===== config.mk =====
export PLATFORM = sky130hd
export DESIGN_NAME = fetch_stage_flat
export DESIGN_NICKNAME = d
export VERILOG_FILES = /design/src/rtl/fetch_stage_if.sv /design/src/rtl/fetch_stage.sv /design/src/flat_wrapper.sv
export SDC_FILE = /design/constraint.sdc
export NUM_CORES = 1
export LEC_CHECK = 0
export ABC_CLOCK_PERIOD_IN_PS = 2200
export BUFFER_PORTS_ARGS = -buffer_cell sky130_fd_sc_hd__buf_2
export CAP_MARGIN = 20
export CORE_MARGIN = 2
export CORE_UTILIZATION = 50
export DETAILED_ROUTE_END_ITERATION = 8
export PLACE_DENSITY = 0.74
export SYNTH_ARGS = -nofsm -noshare
export SYNTH_HDL_FRONTEND = slang
export SYNTH_SLANG_ARGS = --single-unit

===== constraint.sdc =====
create_clock -name i_clk -period 2.2 [get_ports i_clk]
set_input_delay 0.22 -clock i_clk [delete_from_list [all_inputs] [get_ports i_clk]]
set_output_delay 0.22 -clock i_clk [all_outputs]
set_load 0.01 [all_outputs]

===== src/rtl/fetch_stage_if.sv =====
// Fetch-stage bus: instruction-memory port, redirect input and decode handshake.
// With FETCH_MISALIGN_EN defined, carries the o_exc_misalign head flag.
interface fetch_stage_if;
   logic [31:0] o_addr_inst;
   logic [31:0] i_inst;
   logic        i_redirect;
   logic [31:0] i_redirect_pc;
   logic        o_valid;
   logic [31:0] o_inst;
   logic [31:0] o_pc;
   logic        i_ready;
`ifdef FETCH_MISALIGN_EN
   logic        o_exc_misalign;
`endif

   // Fetch stage side
   modport master (
`ifdef FETCH_MISALIGN_EN
      output o_exc_misalign,
`endif
      output o_addr_inst,
      output o_valid,
      output o_inst,
      output o_pc,
      input  i_inst,
      input  i_redirect,
      input  i_redirect_pc,
      input  i_ready
   );

   // Memory / execute / decode side
   modport slave (
`ifdef FETCH_MISALIGN_EN
      input  o_exc_misalign,
`endif
      input  o_addr_inst,
      input  o_valid,
      input  o_inst,
      input  o_pc,
      output i_inst,
      output i_redirect,
      output i_redirect_pc,
      output i_ready
   );
endinterface


===== src/rtl/fetch_stage.sv =====
// Instruction-fetch front end: PC register, combinational imem address and an
// in-order {pc, inst} buffer drained by decode over valid/ready.
// Optional feature macro: FETCH_MISALIGN_EN (misaligned redirect targets produce
// one flagged NOP entry and stop fetch until the next redirect).
module fetch_stage #(
   parameter logic [31:0] RESET_PC = 32'h0000_0000,
   parameter int unsigned DEPTH    = 2
) (
   input logic           i_clk,
   input logic           i_rst_n,
   fetch_stage_if.master bus
);

   localparam int unsigned PW = (DEPTH > 1) ? $clog2(DEPTH) : 1;
   localparam int unsigned CW = PW + 1;
   localparam logic [CW-1:0] DEPTH_C = CW'(DEPTH);
   localparam logic [31:0] NOP = 32'h0000_0013;

   logic [31:0]   pc_q;
   logic [CW-1:0] count_q;
   logic [PW-1:0] rd_q;
   logic [PW-1:0] wr_q;
   logic [31:0]   ent_inst_q [DEPTH];
   logic [31:0]   ent_pc_q   [DEPTH];

   logic          valid;
   logic          pop;
   logic          push;
   logic [31:0]   push_inst;
   logic          push_mis;
   logic          advance_pc;
   logic [31:0]   redirect_target;

`ifdef FETCH_MISALIGN_EN
   logic          ent_mis_q [DEPTH];
   logic          mis_q;
   logic          mis_done_q;
`endif

   // Push/pop decision and the payload written on push
   always_comb begin
      valid = (count_q != '0);
      pop   = valid & bus.i_ready;
`ifdef FETCH_MISALIGN_EN
      push            = ~bus.i_redirect & ~(mis_q & mis_done_q) & ((count_q < DEPTH_C) | pop);
      push_inst       = mis_q ? NOP : bus.i_inst;
      push_mis        = mis_q;
      advance_pc      = ~mis_q;
      redirect_target = bus.i_redirect_pc;
`else
      push            = ~bus.i_redirect & ((count_q < DEPTH_C) | pop);
      push_inst       = bus.i_inst;
      push_mis        = 1'b0;
      advance_pc      = 1'b1;
      redirect_target = {bus.i_redirect_pc[31:2], 2'b00};
`endif
   end

   // PC, pointers, count and buffer storage; redirect overrides any push
   always_ff @(posedge i_clk or negedge i_rst_n) begin
      if (!i_rst_n) begin
         pc_q    <= RESET_PC;
         count_q <= '0;
         rd_q    <= '0;
         wr_q    <= '0;
         for (int i = 0; i < DEPTH; i++) begin
            ent_inst_q[i] <= '0;
            ent_pc_q[i]   <= '0;
         end
      end else if (bus.i_redirect) begin
         pc_q    <= redirect_target;
         count_q <= '0;
         rd_q    <= '0;
         wr_q    <= '0;
      end else begin
         if (push) begin
            ent_inst_q[wr_q] <= push_inst;
            ent_pc_q[wr_q]   <= pc_q;
            wr_q             <= wr_q + PW'(1);
            if (advance_pc) pc_q <= pc_q + 32'd4;
         end
         if (pop) rd_q <= rd_q + PW'(1);
         if (push && !pop)      count_q <= count_q + CW'(1);
         else if (pop && !push) count_q <= count_q - CW'(1);
      end
   end

`ifdef FETCH_MISALIGN_EN
   // Sticky misalign state; the flagged NOP goes out exactly once per bad target
   always_ff @(posedge i_clk or negedge i_rst_n) begin
      if (!i_rst_n) begin
         mis_q      <= 1'b0;
         mis_done_q <= 1'b0;
         for (int i = 0; i < DEPTH; i++) ent_mis_q[i] <= 1'b0;
      end else if (bus.i_redirect) begin
         mis_q      <= (bus.i_redirect_pc[1:0] != 2'b00);
         mis_done_q <= 1'b0;
      end else if (push) begin
         ent_mis_q[wr_q] <= push_mis;
         if (mis_q) mis_done_q <= 1'b1;
      end
   end

   assign bus.o_exc_misalign = ent_mis_q[rd_q];
`else
   logic unused_push_mis;
   assign unused_push_mis = push_mis;
`endif

   assign bus.o_addr_inst = pc_q;
   assign bus.o_valid     = valid;
   assign bus.o_inst      = ent_inst_q[rd_q];
   assign bus.o_pc        = ent_pc_q[rd_q];

endmodule


===== src/flat_wrapper.sv =====
// flat-port wrapper written by rule: the top's interface ports become plain ports
module fetch_stage_flat 
#(
   parameter logic [31:0] RESET_PC = 32'h0000_0000,
   parameter int unsigned DEPTH    = 2
)
  (i_clk, i_rst_n, bus_o_addr_inst, bus_o_valid, bus_o_inst, bus_o_pc, bus_i_inst, bus_i_redirect, bus_i_redirect_pc, bus_i_ready);
  fetch_stage_if bus_i ();
  input logic i_clk;
  input logic i_rst_n;
  output wire logic [$bits(bus_i.o_addr_inst)-1:0] bus_o_addr_inst;
  output wire logic [$bits(bus_i.o_valid)-1:0] bus_o_valid;
  output wire logic [$bits(bus_i.o_inst)-1:0] bus_o_inst;
  output wire logic [$bits(bus_i.o_pc)-1:0] bus_o_pc;
  input wire logic [$bits(bus_i.i_inst)-1:0] bus_i_inst;
  input wire logic [$bits(bus_i.i_redirect)-1:0] bus_i_redirect;
  input wire logic [$bits(bus_i.i_redirect_pc)-1:0] bus_i_redirect_pc;
  input wire logic [$bits(bus_i.i_ready)-1:0] bus_i_ready;
  assign bus_o_addr_inst = bus_i.o_addr_inst;
  assign bus_o_valid = bus_i.o_valid;
  assign bus_o_inst = bus_i.o_inst;
  assign bus_o_pc = bus_i.o_pc;
  assign bus_i.i_inst = bus_i_inst;
  assign bus_i.i_redirect = bus_i_redirect;
  assign bus_i.i_redirect_pc = bus_i_redirect_pc;
  assign bus_i.i_ready = bus_i_ready;
  fetch_stage #(.RESET_PC(RESET_PC), .DEPTH(DEPTH)) u_core (.i_clk(i_clk), .i_rst_n(i_rst_n), .bus(bus_i));
endmodule

Yosys cells after proc, flatten, opt, wreduce, memory -nomap -nowiden --
Cells that the tools add are included.
Storage, ports and cells: input port bits 68, register bits 164
Cells by class: $lt $le $gt $ge 4, bitwise gates (word level) 6, reductions and logical operators 10, add/subtract/negate cells 5, multiplexer cells 19
Operators with widths (number):
- 32-bit 2-to-1 mux | 9
- 64-bit bitwise mux | 2
- 32-bit by 3-bit adder with 32-bit output, second input constant | 1
- 32-bit demux with 1-bit select | 1
- 2-bit 2-to-1 mux | 3
- 2-bit nonzero test | 3
- 2-bit >= comparator, second input constant | 2
- 1-bit 2-to-1 mux | 4
- 1-bit NOT with 2-bit output | 2
- 1-bit logical AND | 3
- 3-bit nonzero test | 1
- 1-bit adder, second input constant | 2
- 2-bit by 1-bit adder with 2-bit output, second input constant | 1
- 1-bit bitwise AND | 2
- 1-bit logical NOT | 2
- 2-bit by 1-bit less-than comparator with 1-bit output, second input constant | 1
- 2-bit less-than comparator, second input constant | 1
- 2-bit AND reduction | 1
- 2-bit by 1-bit subtractor with 2-bit output, second input constant | 1
- 1-bit NOT | 1
- 1-bit bitwise OR | 1

Longest topological paths before layout --
depth after elaboration 9, gate-level depth with buffers 6

Worst setup path before layout --
No wires, ideal clock.
kind register to register, start point register u_core.pc_q[8], in the netlist u_core.bus.o_addr_inst[8], end point register u_core.pc_q[30], in the netlist u_core.bus.o_addr_inst[30], arrival 1.598 ns, data required time 2.075 ns, path buffers 0, cell stages (with the launch flop) 6, setup slack 0.478 ns, cell sequence dfrtp_1 -> nand3_2 -> or3_4 -> nor4_2 -> xor2_1 -> mux2_2
Between the ends: longest elaborated chain between the ends 3
RTL lines:
- start, declared | line fetch_stage.sv:19 | logic [31:0] pc_q;
- start signal, assigned | line fetch_stage.sv:71 | pc_q <= redirect_target;
- start signal, assigned | line fetch_stage.sv:80 | if (advance_pc) pc_q <= pc_q + 32'd4;
- 32-bit by 3-bit adder with 32-bit output | line fetch_stage.sv:80
- 32-bit 2-to-1 mux | line fetch_stage.sv:76 | if (push) begin
- 32-bit 2-to-1 mux | line fetch_stage.sv:70 | end else if (bus.i_redirect) begin
Every way passes these cells. The select of a mux whose other input is x is not followed. A chain may end at the register's enable or synchronous reset.

Worst setup path in the final report --
start point register u_core.count_q[1], end point register u_core.ent_pc_q[56] in the netlist's numbering
Between the ends: longest elaborated chain between the ends 5
RTL lines:
- start, declared | line fetch_stage.sv:20 | logic [CW-1:0] count_q;
- start signal, assigned | line fetch_stage.sv:83 | if (push && !pop) count_q <= count_q + CW'(1);
- start signal, assigned | line fetch_stage.sv:84 | else if (pop && !push) count_q <= count_q - CW'(1);
- 2-bit nonzero test | line fetch_stage.sv:42 | valid = (count_q != '0);
- 1-bit bitwise AND | line fetch_stage.sv:43 | pop = valid & bus.i_ready;
- 1-bit bitwise OR * | line fetch_stage.sv:51 | push = ~bus.i_redirect & ((count_q < DEPTH_C) | pop);
- 1-bit bitwise AND * | line fetch_stage.sv:51
- 2-bit AND reduction (no line) *
- end signal, assigned by index | line fetch_stage.sv:78 | ent_pc_q[wr_q] <= pc_q;
- end, declared | line fetch_stage.sv:24 | logic [31:0] ent_pc_q [DEPTH];
Mark *: on every way between the ends. The rest lies on a longest branch, timed or not.

==> summary.md <==
| Metric | Value |
|---|---|
| Number of max-cap violations | 0 |
| Max Slew Vio Count | 0 |
| Worst Path Required | 2.49 ns |
| Critical-path cell list | nor2b_1 > nor3_4 > buf_4 > mux2_1 |
| Post-synth cell types | 41 |
| PwrDens | 975 nW/um^2 |
| Vias in the first global route | 5184 |
| Leakage | 0.00399 uW |
| TritonCTS Buffers | 17 |
| P_sw | 2390 uW |
| Max Fclk | 0.523 GHz |
| Initial antenna violation count | 3 |
| Die width | 125 um |
| Final Cycle Share | 0.869 |
| Most frequent cells in the layout | buf_2 (157), dfrtp_1 (157), mux2_2 (111), mux2_1 (78), nand2_1 (38) |
| First-pass GRT wire length | 25600 um |
| GPL Wtd Cong | 0.788 |
| Worst Path Arrival | 2.21 ns |
| Outcome | complete, no violations |
| Clk sinks | 158 |
| Tmin final | 1.91 ns |
| Worst Skew | 0.00591 ns |
| Final Hold Viols | 0 |
| Wirelength per Cell | 17.3 um |
| RSZ-0062 raised after global routing | no |
| Clk pin slew, worst setup/hold paths | 0.06 ns |
| CP Class | register to register |
| Avg Cell Area, Syn | 13.4 sq um |
| Clock Latency Late Sink | 0.42 ns |
| Critical Path End | u_core.ent_pc_q[56] |
| CORE AREA | 14400 sq um |
| Primary FF master, synth | dfrtp_1 |
| Crit path launch | u_core.count_q[1] |
| Nets | 774 |
| Yosys warning count | 0 |
| Starting DRT DRC Count | 197 |
| Die Y | 125 um |
| Setup Buffers After CTS | 0 |
| CTS tree | yes |
| Crit start category | register |
| Sequential share of power | 0.456 |
| Fill cells | 1111 |
| Share of the synthesized area in the top cell type | 0.544 |
| Via-to-Cell Ratio | 5.40 |
| VDD IR max | 0.542 mV |
| Post-synthesis sequential area ratio | 0.544 |
| Reg2Reg Depth | 4 |
| Starting Density | 0.506 |
| Hold WC Path Type | input pin to register |
| Drt first pass iters | 4 |
| Synth async-reset ratio | 1.00 |
| FF+latch count, synth | 158 |
| Vias | 4865 |
| R2R Setup Slk | 0.29 ns |
| Ratio of cells with drive above 1 in the final layout | 0.456 |
| Synthesized cell area | 7260 sq um |
| Count of input and output buffers | 158 |
| Final setup viols | 0 |
| DRC viols | 0 |
| Number of synthesized flops with an enable pin | 0 |
| Relative slew slack | 0.554 |
| Clock power share | 0.314 |
| Total gr overflow | 0 |
| Gr usage total | 0.207 |
| CP max FO | 46 |
| Number of placement rows | 44 |
| CP max stage cell | buf_4 |
| Top cell type by total area after synthesis | dfrtp_1 |
| Largest net degree at the start of global routing | 66 |
| FF-to-FF End | u_core.ent_pc_q[56] |
| Post-DRT Antenna Nets | 0 |
| Full die area | 15500 sq um |
| Setup TNS | 0 ns |
| Largest stage delay, worst path | 0.55 ns |
| WL final | 15600 um |
| Sw frac | 0.277 |
| Combinational power share | 0.230 |
| Clk Tree Root Cell | clkbuf_16 |
| Io pins | 165 |
| Slew @ Worst Pin | 0.669 ns |
| Crit. End Element | register |
| CTS max path bufs | 2 |
| Synth top area cells | dfrtp_1 (54%), mux2_2 (17%), mux2_1 (12%) |
| Dpl hpwl | 10700 um |
| H-Tree Depth | 4 |
| Internal power | 6250 uW |
| Reg2Reg Launch Point | u_core.count_q[1] |
| P&R area growth vs syn | 22.1% |
| Hold WS | 0.00987 ns |
| Synth Instances | 544 |
==> critical path: cells and delay by family (launching register included) <==
family	cells	cell delay [ns]
AND/OR/NAND/NOR	2	0.39
multiplexers	1	0.39
buffers and inverters	1	0.55
flip-flops	1	0.41
==> flip-flops by register name, summed over array words and instances (netlist names) <==
signal / count
u_core.bus.o_addr_inst: 30
u_core.count_q: 2
u_core.ent_inst_q: 64
u_core.ent_pc_q: 60
u_core.rd_q: 1
u_core.wr_q: 1
==> per-stage QoR <==
stage | power [uW] | std cells | utilization | area (sq um) | setup WS [ns]
CTS | 8730 | 899 | 0.617 | 8870 | 0.277
global route | 9080 | 901 | 0.617 | 8870 | 0.169
finish | 8650 | 901 | 0.617 | 8870 | 0.287
detailed placement | 5990 | 869 | 0.579 | 8320 | 0.288
global placement | 5870 | 869 | 0.579 | 8320 | 0.337
floorplan | 5180 | 547 | - | 7280 | 0.478
==> synthesized netlist by cell type, drive strengths merged, types with 6 or more instances <==
library cell	instances
and4	6
nor4	6
nand2	38
buf	22
clkbuf	12
mux2	189
xnor2	12
nand3	9
xor2	17
nand4	12
dfrtp	158
nor2	8
o21ai	26
==> how the worst min path moves through the flow <==
stage	start	end	depth (start not counted)	slack (ns)
6_report	bus_i_redirect_pc[4]	u_core.bus.o_addr_inst[4]	3	0.01
4_1_cts	bus_i_redirect_pc[4]	u_core.bus.o_addr_inst[4]	3	0.0002
2_1_floorplan	i_rst_n	u_core.bus.o_addr_inst[10]	0	-0.08
5_1_grt	bus_i_redirect_pc[4]	u_core.bus.o_addr_inst[4]	3	0.005
3_3_place_gp	i_rst_n	u_core.ent_pc_q[42]	1	0.25
3_5_place_dp	i_rst_n	u_core.ent_pc_q[10]	1	0.26
==> power groups by stage <==
stage / sequential [uW] / clock [uW] / combinational [uW]
3_5_place_dp: 3990 / 0 / 2010
2_1_floorplan: 3880 / 0 / 1300
3_3_place_gp: 3920 / 0 / 1950
5_1_grt: 4030 / 2890 / 2170
6_report: 3940 / 2720 / 1990
4_1_cts: 3940 / 2770 / 2020
==> layout make-up <==
cell class	count	area [sq um]	area share
flip-flops and latches	158	3960	0.446
clock inverters	7	65.1	0.00733
clock buffers	22	474	0.0535
well taps	184	230	0.0260
repair buffers	173	962	0.108
inverters	2	7.51	0.000846
diodes	2	5.00	0.000564
multi-input cells	353	3170	0.358
==> layer usage <==
metal	global-route usage	vias up	share of wire	routed length (um)
met5	0	-	0.00045	7
met4	0.0925	2	0.027	418
met3	0.0541	34	0.056	883
met2	0.333	125	0.49	7680
met1	0.266	2457	0.43	6650
li1	-	2247	-	-
==> cells by family after synthesis <==
| group | synth area share |
|---|---|
| AND/OR/NAND/NOR | 0.0784 |
| XOR/XNOR | 0.0350 |
| other | 0.000516 |
| adder cells (fa/ha/maj) | 0.00172 |
| AO/OA/AOI/OAI | 0.0226 |
| buffers and inverters | 0.0233 |
| flip-flops | 0.544 |
| multiplexers | 0.294 |
==> repair_timing <==
item | CTS | global route
hold buffers | 1 | 0
gates resized for setup | 0 | 0
endpoints found under the hold margin | 61 | 0
Note: power is estimated with default switching activity, not from simulation.
